===== src/rtl/clb_cluster.sv =====
// Purpose: cluster of N K-input LUT BLEs with optional output flops, loaded by a serial config shifter.
// Latency: combinational BLEs are in->out same cycle; registered BLEs add one cycle; cfg_done rises the cycle after the last accepted bit.
// Backpressure: cfg_ready is high only while loading; cfg_valid gaps stall the load. Optional CLB_CHAIN_OUT_EN adds the cfg_dout chain port.
module clb_cluster #(
    parameter int K = 4,
    parameter int N = 4
) (
    input  logic           clk,
    input  logic           res,
    input  logic           cfg_start,
    input  logic           cfg_din,
    input  logic           cfg_valid,
    output logic           cfg_ready,
    output logic           cfg_done,
    input  logic           clr,
    input  logic [N*K-1:0] in,
    output logic [N-1:0]   out
`ifdef CLB_CHAIN_OUT_EN
    ,
    output logic           cfg_dout
`endif
);

    localparam int TT_W  = 1 << K;
    localparam int BLE_W = TT_W + 2;
    localparam int CFG_W = N * BLE_W;
    localparam int CNT_W = $clog2(CFG_W);
    localparam logic [CNT_W-1:0] LAST = CNT_W'(CFG_W - 1);

    typedef enum logic [1:0] {
        S_IDLE,
        S_LOAD,
        S_RUN
    } state_t;

    state_t             state_q;
    state_t             state_d;
    logic [CFG_W-1:0]   cfg_reg;
    logic [CFG_W-1:0]   cfg_shift;
    logic [CNT_W-1:0]   count;
    logic [N-1:0]       q;
    logic [N-1:0]       lut;
    logic [N-1:0]       use_ff;
    logic [N-1:0]       ff_init_cur;
    logic [N-1:0]       ff_init_new;
    logic               accept;
    logic               last_beat;

    // cfg_start outranks a simultaneous beat, so the beat is dropped entirely
    assign accept    = cfg_valid && (state_q == S_LOAD) && !cfg_start;
    assign last_beat = accept && (count == LAST);
    assign cfg_shift = {cfg_din, cfg_reg[CFG_W-1:1]};

    for (genvar g = 0; g < N; g++) begin : g_ble
        logic [TT_W-1:0] tt;
        logic [K-1:0]    sel;
        assign tt             = cfg_reg[g*BLE_W +: TT_W];
        assign sel            = in[g*K +: K];
        assign lut[g]         = tt[sel];
        assign use_ff[g]      = cfg_reg[g*BLE_W + TT_W];
        assign ff_init_cur[g] = cfg_reg[g*BLE_W + TT_W + 1];
        // init bit as it will be after this edge's shift, for the load-completing edge
        assign ff_init_new[g] = cfg_shift[g*BLE_W + TT_W + 1];
    end

`ifdef CLB_CHAIN_OUT_EN
    // next bit to leave the shifter; lets clusters chain and old config be read back
    assign cfg_dout = cfg_reg[0];
`endif

    // state register
    always_ff @(posedge clk or negedge res) begin
        if (!res) begin
            state_q <= S_IDLE;
        end else begin
            state_q <= state_d;
        end
    end

    // next state and handshake/status outputs
    always_comb begin
        state_d   = state_q;
        cfg_ready = 1'b0;
        cfg_done  = 1'b0;
        out       = '0;
        if (cfg_start) begin
            state_d = S_LOAD;
        end else if (last_beat) begin
            state_d = S_RUN;
        end
        if (state_q == S_LOAD) begin
            cfg_ready = 1'b1;
        end
        if (state_q == S_RUN) begin
            cfg_done = 1'b1;
            for (int i = 0; i < N; i++) begin
                out[i] = use_ff[i] ? q[i] : lut[i];
            end
        end
    end

    // config shifter, bit counter and BLE flops
    always_ff @(posedge clk or negedge res) begin
        if (!res) begin
            cfg_reg <= '0;
            count   <= '0;
            q       <= '0;
        end else if (cfg_start) begin
            count <= '0;
            q     <= '0;
        end else if (accept) begin
            cfg_reg <= cfg_shift;
            if (last_beat) begin
                count <= '0;
                q     <= ff_init_new;
            end else begin
                count <= count + 1'b1;
            end
        end else if (state_q == S_RUN) begin
            q <= clr ? ff_init_cur : lut;
        end
    end

endmodule


===== config.mk =====
export PLATFORM = sky130hd
export DESIGN_NAME = clb_cluster
export DESIGN_NICKNAME = d
export VERILOG_FILES = /design/src/rtl/clb_cluster.sv
export SDC_FILE = /design/constraint.sdc
export NUM_CORES = 1
export LEC_CHECK = 0
export ABC_AREA = 1
export ABC_CLOCK_PERIOD_IN_PS = 1800
export CORE_UTILIZATION = 59
export DETAILED_ROUTE_END_ITERATION = 8
export MAX_ROUTING_LAYER = met4
export PLACE_DENSITY = 0.8
export SYNTH_ARGS = -nofsm -noshare
export SYNTH_HDL_FRONTEND = slang
export SYNTH_SLANG_ARGS = --single-unit

===== constraint.sdc =====
create_clock -name clk -period 1.8 [get_ports clk]
set_input_delay 0.45 -clock clk [delete_from_list [all_inputs] [get_ports clk]]
set_output_delay 0.45 -clock clk [all_outputs]
set_load 0.05 [all_outputs]

**Word-level counts from Yosys, hierarchy flattened**

Cells that the tools add are included.

- Flip-flop bits (word level): 85
- Output and inout port bits: 6

- Muxes and demuxes: 25
- Bitwise logic cells: 1
- Reduce and logical (&&, ||, !) cells: 9
- $add $sub $neg: 1
- $lt $le $gt $ge: 4
- Equal/unequal tests: 4

Operators with widths:

| operator | count |
|---|---|
| $mux 4 | 6 |
| $mux 7 | 3 |
| $lt 4x5->1 const B | 4 |
| $bmux 1 s4 | 4 |
| $mux 1 | 10 |
| $add 7x1->7 const B | 1 |
| $eq 7x7->1 const B | 1 |
| $mux 2 | 2 |
| $reduce_and 2->1 | 2 |
| $reduce_bool 2->1 | 2 |
| $logic_and 1x1->1 | 3 |
| $ne 3x2->1 const B | 1 |
| $reduce_bool 3->1 | 1 |
| $eq 2x1->1 const B | 1 |
| $eq 2x2->1 const B | 1 |
| $logic_not 1->1 | 1 |
| $not 1->1 | 1 |

**Logic depth before layout (Yosys ltp)**

Gate-level depths: netlist of the first run.

- Word-level depth: 7
- Depth in mapped cells: 11

**Worst setup path after synthesis of the first run**

Ideal clock, no wire load.

- Path type: reg-to-output
- Start: reg state_q[1]
- End: out out[0]
- Arrival: 1.807 ns
- Setup slack: -0.457 ns
- Cell stages (with the launch flop): 5
- Data required time: 1.350 ns
- Path through: dfrtp_1 inv_1 nor2_1 o211ai_1 inv_1

- Word-level cells in the longest chain between the ends: 2

Ends and longest elaborated chain:

| what | RTL line | source |
|---|---|---|
| from (decl) | 36 | `state_t state_q;` |
| from (signal assigned) | 76 | `state_q <= state_d;` |
| $eq 2x2->1 | 94 | `if (state_q == S_RUN) begin` |
| $mux 4 | 94 |  |
| to (decl) | 17 | `output logic [N-1:0] out` |

No other way between the ends.

**Worst setup path in the final report of the first run**

- Start: reg cfg_reg[5]
- End: out out[0]

- Word-level cells in the longest chain between the ends: 4

Ends and longest elaborated chain:

| what | RTL line | source |
|---|---|---|
| from (decl) | 38 | `logic [CFG_W-1:0] cfg_reg;` |
| from (signal assigned) | 112 | `cfg_reg <= cfg_shift;` |
| $bmux 1 s4 | 59 | `assign lut[g] = tt[sel];` |
| $mux 1 (implied by the code) | 59 |  |
| $mux 1 | 97 | `out[i] = use_ff[i] ? q[i] : lut[i];` |
| $mux 4 | 94 |  |

No other way between the ends. The select of a mux whose other input is x is not followed.

==> reports/results.md, run 1 <==
### STA
• Worst Setup Slack, final: -0.268 ns
• number of max-slew violations in the final report: 0
• fraction of the cycle the final worst path needs: 115%
• setup repair after global routing missed its margin: true
• # setup viols final: 4
• final hold slack: 0.00789 ns
• worst-margin pin slew: 0.405 ns
• final period demand of the worst path: 2.07 ns
• Final Skew: 0.00952 ns
• final number of hold-violating endpoints: 0
• worst max-slew margin expressed relative to the limit: 73.0%
• Setup Total Neg Slack: -0.880 ns
• maximum clock frequency: 0.484 GHz

### Power
• Clock Power Share: 30.2%
• Design Power: 5500 uW
• Gate power share: 24.7%
• switching portion of total power: 30.1%
• Leak: 0.00286 uW
• maximum vdd ir drop: 0.000662 V
• fraction of power consumed by sequential logic: 45.1%
• power density normalized to cell area: 970 nW/um^2
• Sw Pwr: 1650 uW
• Power Internal: 3840 uW

### Synthesis
• main combinational cell family by area after synthesis: simple AND/OR/NAND/NOR gates
• post-synthesis share of cell area spent on full adders, half adders and majority gates: 0.300%
• synth warn: 0
• simple logic cell fraction of the synthesized area: 25.0%
• register area share after synthesis: 51.0%
• ranking of synthesized cells by area: sky130_fd_sc_hd__dfrtp_1 51%, sky130_fd_sc_hd__nand2_1 15%, sky130_fd_sc_hd__o21ai_0 9.2%
• share of the synthesized area in compound gates (AO/OA/AOI/OAI): 11.4%
• synthesized area per cell: 7.65 sq um
• share of the synthesized area in the top cell type: 51.0%
• share of cell area taken by muxes after synthesis: 0%
• cell count after synthesis: 545
• XOR/XNOR share of the synthesized area: 0.420%
• dominant cell by count in the synthesized netlist: sky130_fd_sc_hd__nand2_1
• cell area after synthesis: 4170 sq um
• Main synth FF type: sky130_fd_sc_hd__dfrtp_1
• number of unique standard cell types used by synthesis: 21
• number of nets produced by synthesis: 568
• Post-synth top cells: 162 x sky130_fd_sc_hd__nand2_1, 100 x sky130_fd_sc_hd__inv_1, 85 x sky130_fd_sc_hd__dfrtp_1, 77 x sky130_fd_sc_hd__o21ai_0, 70 x sky130_fd_sc_hd__nand3_1
• cell taking the most area after synthesis: sky130_fd_sc_hd__dfrtp_1
• fraction of synthesis flops using an asynchronous set or reset pin: 100%
• flip-flop and latch count after synthesis: 85
• number of enable flip-flop cells after synthesis: 0

### Global routing
• initial antenna violation count: 0
• GRT Overall Usage: 29.7%
• largest net degree at the start of global routing: 36
• first-pass GRT wire length: 16600 microns
• via count of the first global-routing pass: 3740
• final global-route overflow total: 0

### Critical path
• required time worst endpoint: 1.35 ns
• FF-to-FF setup slack: 0.11 ns
• crit path DAT: 1.62 ns
• Critical Path Source Type: flop
• Critical Path Sink Type: output pin
• critical path, cell by cell: inv_1 > nand2_1 > nand3_1 > nand3_1 > nand3_2 > nand3_2 > o211ai_1 > inv_2 > buf_12
• highest cell delay on the worst timing path: 0.39 ns
• largest fanout on the critical path: 2
• cell at the slowest stage of the critical path: sky130_fd_sc_hd__dfrtp_1
• critical path class: flop to output pin

### Floorplanning
• overall die width: 86.0 microns
• initial core utilization: 61.3%
• overall die area: 7400 sq um
• # rows: 30
• num ports: 28
• y dimension of the die: 86.0 microns
• area of the core region: 6790 sq um

### Clock network
• CTS tree: done
• hold_buf cts: 0
• number of buffers created by CTS: 9
• insertion delay to the later sink of the worst-skew pair: 0.35 ns
• number of buffers between clock root and the deepest sink: 2
• clock sink total: 85
• clock transition at the registers of the reported paths: 0.09 ns
• library cell used as clock root buffer: sky130_fd_sc_hd__clkbuf_8
• CTS H-tree depth: 3

### Route
• DR WL/cell: 14.4 microns
• wl on met1: 4470 microns
• final wirelength: 10800 microns
• met3 routed wirelength: 608 microns
• antenna-violating nets left: 0
• drt initial violations: 318
• total iterations of the first detailed-routing run: 5
• vias post-DR: 3987
• top routing layer used: met4
• wire length on met2: 5350 microns
• Avg Vias per Cell: 5.33
• DR DRC count: 0

### Placed design
• post-place setup slack: -0.544 ns
• detailed placement HPWL: 6220 microns
• dpl cells: 685
• quantity of I/O buffers inserted on ports: 27
• routability congestion estimate: 0.955

### Layout
• # fillers: 378
• multi-input gate area in the final layout: 1770 sq um
• Sequential cell area: 2130 sq um
• layout cell share with drive strength beyond 1: 33.9%
• number of antenna diodes: 0
• final net count: 670
• synthesis-to-finish area growth: 36.0%
• number of flip-flops in the largest register: 72
• final std cells w/o fill: 748

### Min path
• type of the worst min-delay path: input port to async pin

### Run
• MaxCap Viol Count: 0

### Outcome
• outcome: finished with violations
• violations in the final reports: setup timing

metrics by stage:
step	cell area [sq um]	util, %
2_1_floorplan	4180	-
3_3_place_gp	4850	71.3
3_5_place_dp	4850	71.3
4_1_cts	5320	78.4
5_1_grt	5670	83.4
6_report	5670	83.4
power by group through the flow:
| stage | combinational, uW | sequential (uW) | clock (uW) |
|---|---|---|---|
| 2_1_floorplan | 606 | 2420 | 0 |
| 3_3_place_gp | 881 | 2450 | 0 |
| 4_1_cts | 1080 | 2430 | 1660 |
| 3_5_place_dp | 920 | 2470 | 0 |
| 5_1_grt | 1500 | 2510 | 1750 |
| 6_report | 1360 | 2480 | 1660 |
layer usage:
layer  GRT usage (%)  vias to the layer above
met4            13.3                        0
li1                -                     1912
met5               -                        -
met2            47.6                      155
met3            5.68                       42
met1            36.6                     1878
layout make-up:
cell class                 instances  area share [%]
clock buffer                      11            2.49
inverter                         101            6.73
clock inverter                     5            1.90
tap                               96            2.12
multi-input combinational        339            31.3
sequential                        85            37.5
timing repair buffer             111            17.9
kinds of logic after synthesis:
group	count (synthesis)
AND/OR/NAND/NOR	245
buffers and inverters	121
AO/OA/AOI/OAI	91
flip-flops	85
XOR/XNOR	2
adder cells (fa/ha/maj)	1
repair_timing:
action                                  CTS  global route
gates resized for setup                  50            77
setup buffers                            23            25
endpoints found under the setup margin    4             5
hold endpoints to repair                  0             0
pin swaps                                25            27
path summary, 6_finish.rpt:
check	start	end	cells past startpoint
max	cfg_reg[5]$_DFFE_PN0P_	out[0]	9
min	res	cfg_reg[63]$_DFFE_PN0P_	1
max reg2reg	cfg_reg[41]$_DFFE_PN0P_	cfg_reg[41]$_DFFE_PN0P_	11
min reg2reg	cfg_reg[27]$_DFFE_PN0P_	cfg_reg[26]$_DFFE_PN0P_	2
max in group asynchronous	res	count[3]$_DFFE_PN0P_	2
min in group clk	cfg_reg[27]$_DFFE_PN0P_	cfg_reg[26]$_DFFE_PN0P_	2
cells in the final DEF, fill, tap and decap left out, types with 3 or more instances in the layout:
master / synthesis / final
sky130_fd_sc_hd__inv_2: 1 / 51
sky130_fd_sc_hd__clkdlybuf4s50_1: 0 / 8
sky130_fd_sc_hd__nand2_2: 3 / 12
sky130_fd_sc_hd__a21oi_1: 6 / 6
sky130_fd_sc_hd__clkbuf_8: 0 / 10
sky130_fd_sc_hd__dlygate4sd2_1: 0 / 5
sky130_fd_sc_hd__buf_4: 9 / 75
sky130_fd_sc_hd__bufinv_16: 0 / 3
sky130_fd_sc_hd__nand2_1: 162 / 153
sky130_fd_sc_hd__nor2_1: 5 / 4
sky130_fd_sc_hd__o211ai_1: 4 / 4
sky130_fd_sc_hd__dfrtp_1: 85 / 85
sky130_fd_sc_hd__buf_6: 0 / 5
sky130_fd_sc_hd__o21ai_0: 77 / 76
sky130_fd_sc_hd__buf_2: 6 / 3
sky130_fd_sc_hd__nor2_4: 3 / 4
sky130_fd_sc_hd__inv_1: 100 / 49
sky130_fd_sc_hd__nand3_2: 0 / 39
sky130_fd_sc_hd__nand3_1: 70 / 31
sky130_fd_sc_hd__buf_12: 0 / 11
worst max-delay path: cells and delay by family (launching register included):
kind / cells / cell delay, ns
DFF: 1 / 0.39
AOI/OAI and AO/OA: 1 / 0.14
and+or+nand+nor: 5 / 0.42
buffers and inverters: 3 / 0.32
Note: power is estimated with default switching activity, not from simulation.
==> run 2, diff against run 1 <==
ABC_CLOCK_PERIOD_IN_PS = 2600   (was 1800)
CAP_MARGIN = 40   (was unset)
CORE_UTILIZATION = 60   (was 59)
GPL_ROUTABILITY_DRIVEN = 0   (was unset)
PLACE_DENSITY = 0.81   (was 0.8)
clock period = 2.6 ns   (was 1.8 ns; I/O delays follow)
==> reports/results.md, run 2 (synthesis results as in run 1) <==
### Outcome
• outcome: finished clean

### Floorplanning
• initial core utilization: 61.7%
• overall die area: 7280 sq um
• overall die width: 85.3 microns
• num ports: 28
• area of the core region: 6760 sq um
• y dimension of the die: 85.3 microns
• # rows: 30

### Route
• vias post-DR: 3478
• drt initial violations: 165
• Avg Vias per Cell: 5.22
• final wirelength: 8170 microns
• antenna-violating nets left: 0
• total iterations of the first detailed-routing run: 4
• DR WL/cell: 12.3 microns
• DR DRC count: 0

### Power
• Leak: 0.00245 uW
• Design Power: 3130 uW
• power density normalized to cell area: 649 nW/um^2
• maximum vdd ir drop: 0.000359 V

### Global routing
• first-pass GRT wire length: 13800 microns
• initial antenna violation count: 0
• final global-route overflow total: 0
• GRT Overall Usage: 24.8%
• largest net degree at the start of global routing: 78
• via count of the first global-routing pass: 3178

### Critical path
• required time worst endpoint: 1.95 ns
• highest cell delay on the worst timing path: 0.51 ns
• Critical Path Source Type: input port
• critical path, cell by cell: clkdlybuf4s50_1 > inv_1 > nand3_1 > nand3_2 > nand3_1 > o211ai_1 > inv_1 > buf_12
• crit path DAT: 1.90 ns
• largest fanout on the critical path: 3
• Critical Path Sink Type: output pin
• cell at the slowest stage of the critical path: sky130_fd_sc_hd__clkdlybuf4s50_1
• critical path class: input port to output pin

### Clock network
• CTS tree: done
• CTS H-tree depth: 3
• number of buffers between clock root and the deepest sink: 2
• clock transition at the registers of the reported paths: 0.09 ns
• hold_buf cts: 0
• clock sink total: 85
• insertion delay to the later sink of the worst-skew pair: 0.35 ns
• library cell used as clock root buffer: sky130_fd_sc_hd__clkbuf_8
• number of buffers created by CTS: 9
• Post-CTS Setup Repair Bufs: 0

### Layout
• # fillers: 536
• layout cell share with drive strength beyond 1: 9.56%
• final core occ: 71.4%
• number of antenna diodes: 0
• most common cell after layout, fill and taps aside: sky130_fd_sc_hd__nand2_1
• number of flip-flops in the largest register: 72
• synthesis-to-finish area growth: 15.7%
• commonest cells after routing, fill and taps aside: 162 x sky130_fd_sc_hd__nand2_1, 96 x sky130_fd_sc_hd__inv_1, 85 x sky130_fd_sc_hd__dfrtp_1, 77 x sky130_fd_sc_hd__o21ai_0, 66 x sky130_fd_sc_hd__nand3_1
• final net count: 604

### STA
• worst max-slew margin expressed relative to the limit: 62.0%
• maximum clock frequency: 0.392 GHz
• setup repair after global routing missed its margin: false
• worst-margin pin slew: 0.569 ns
• final period demand of the worst path: 2.55 ns
• final number of hold-violating endpoints: 0
• Final Skew: 0.00971 ns
• Setup Total Neg Slack: 0 ns
• Worst Setup Slack, final: 0.0494 ns
• number of max-slew violations in the final report: 0
• # setup viols final: 0
• fraction of the cycle the final worst path needs: 98.1%

### Run
• MaxCap Viol Count: 0

### Placed design
• detailed placement HPWL: 5600 microns
• quantity of I/O buffers inserted on ports: 27
• post-place setup slack: -0.152 ns

### Min path
• type of the worst min-delay path: input port to async pin

-- run 2: timing repair --
action	4_1_cts	5_1_grt
hold endpoints to repair	0	0
resized for setup	18	1
endpoints found under the setup margin	4	1
-- run 2: worst paths after layout --
kind	from	end	slack, ns	cells past startpoint
worst min-delay path	res	cfg_reg[5]$_DFFE_PN0P_	0.27	1
worst max-delay path	in[2]	out[0]	0.05	8
min in group clk	cfg_reg[1]$_DFFE_PN0P_	cfg_reg[0]$_DFFE_PN0P_	0.48	2
max in group asynchronous	res	count[5]$_DFFE_PN0P_	1.69	2
worst max register to register	state_q[1]$_DFFE_PN0P_	q[3]$_DFFE_PN0P_	1.04	9
worst min register to register	cfg_reg[1]$_DFFE_PN0P_	cfg_reg[0]$_DFFE_PN0P_	0.48	2
-- run 2: cell type report --
cell class / instances / area [sq um] / share of cell area (%)
clock inverter: 7 / 48.8 / 1.01
sequential: 85 / 2130 / 44.1
tap: 80 / 100 / 2.08
clock buffer: 9 / 124 / 2.57
inverter: 101 / 379 / 7.86
timing repair buffer: 45 / 479 / 9.94
multi-input combinational: 339 / 1570 / 32.5
-- run 2: through the flow --
| stage | std cells | hold slack [ns] | cell area (sq um) |
|---|---|---|---|
| 3_3_place_gp | 650 | 0.462 | 4630 |
| 6_report | 666 | 0.275 | 4820 |
| 4_1_cts | 666 | 0.298 | 4820 |
| 3_5_place_dp | 650 | 0.469 | 4630 |
| 2_1_floorplan | 545 | 0.354 | 4170 |
| 5_1_grt | 666 | 0.319 | 4820 |
-- run 2: critical path, delay by kind of cell --
family	cells	cell delay, ns
simple gates	3	0.28
compound gates	1	0.12
buf+inv	4	0.84
-- run 2: layer usage --
layer | track usage, % | vias up | routed length (microns)
met2 | 39.2 | 54 | 3880
met1 | 32.0 | 1631 | 3860
met3 | 3.60 | 18 | 257
li1 | - | 1775 | -
met4 | 11.2 | 0 | 179
met5 | - | - | 0
-- run 2: report_power, final --
part	switching [uW]	internal, uW	leakage [uW]	total [uW]
sequential	131	1550	0.00107	1690
clock	486	352	0.0000902	838
combinational	373	235	0.00129	607
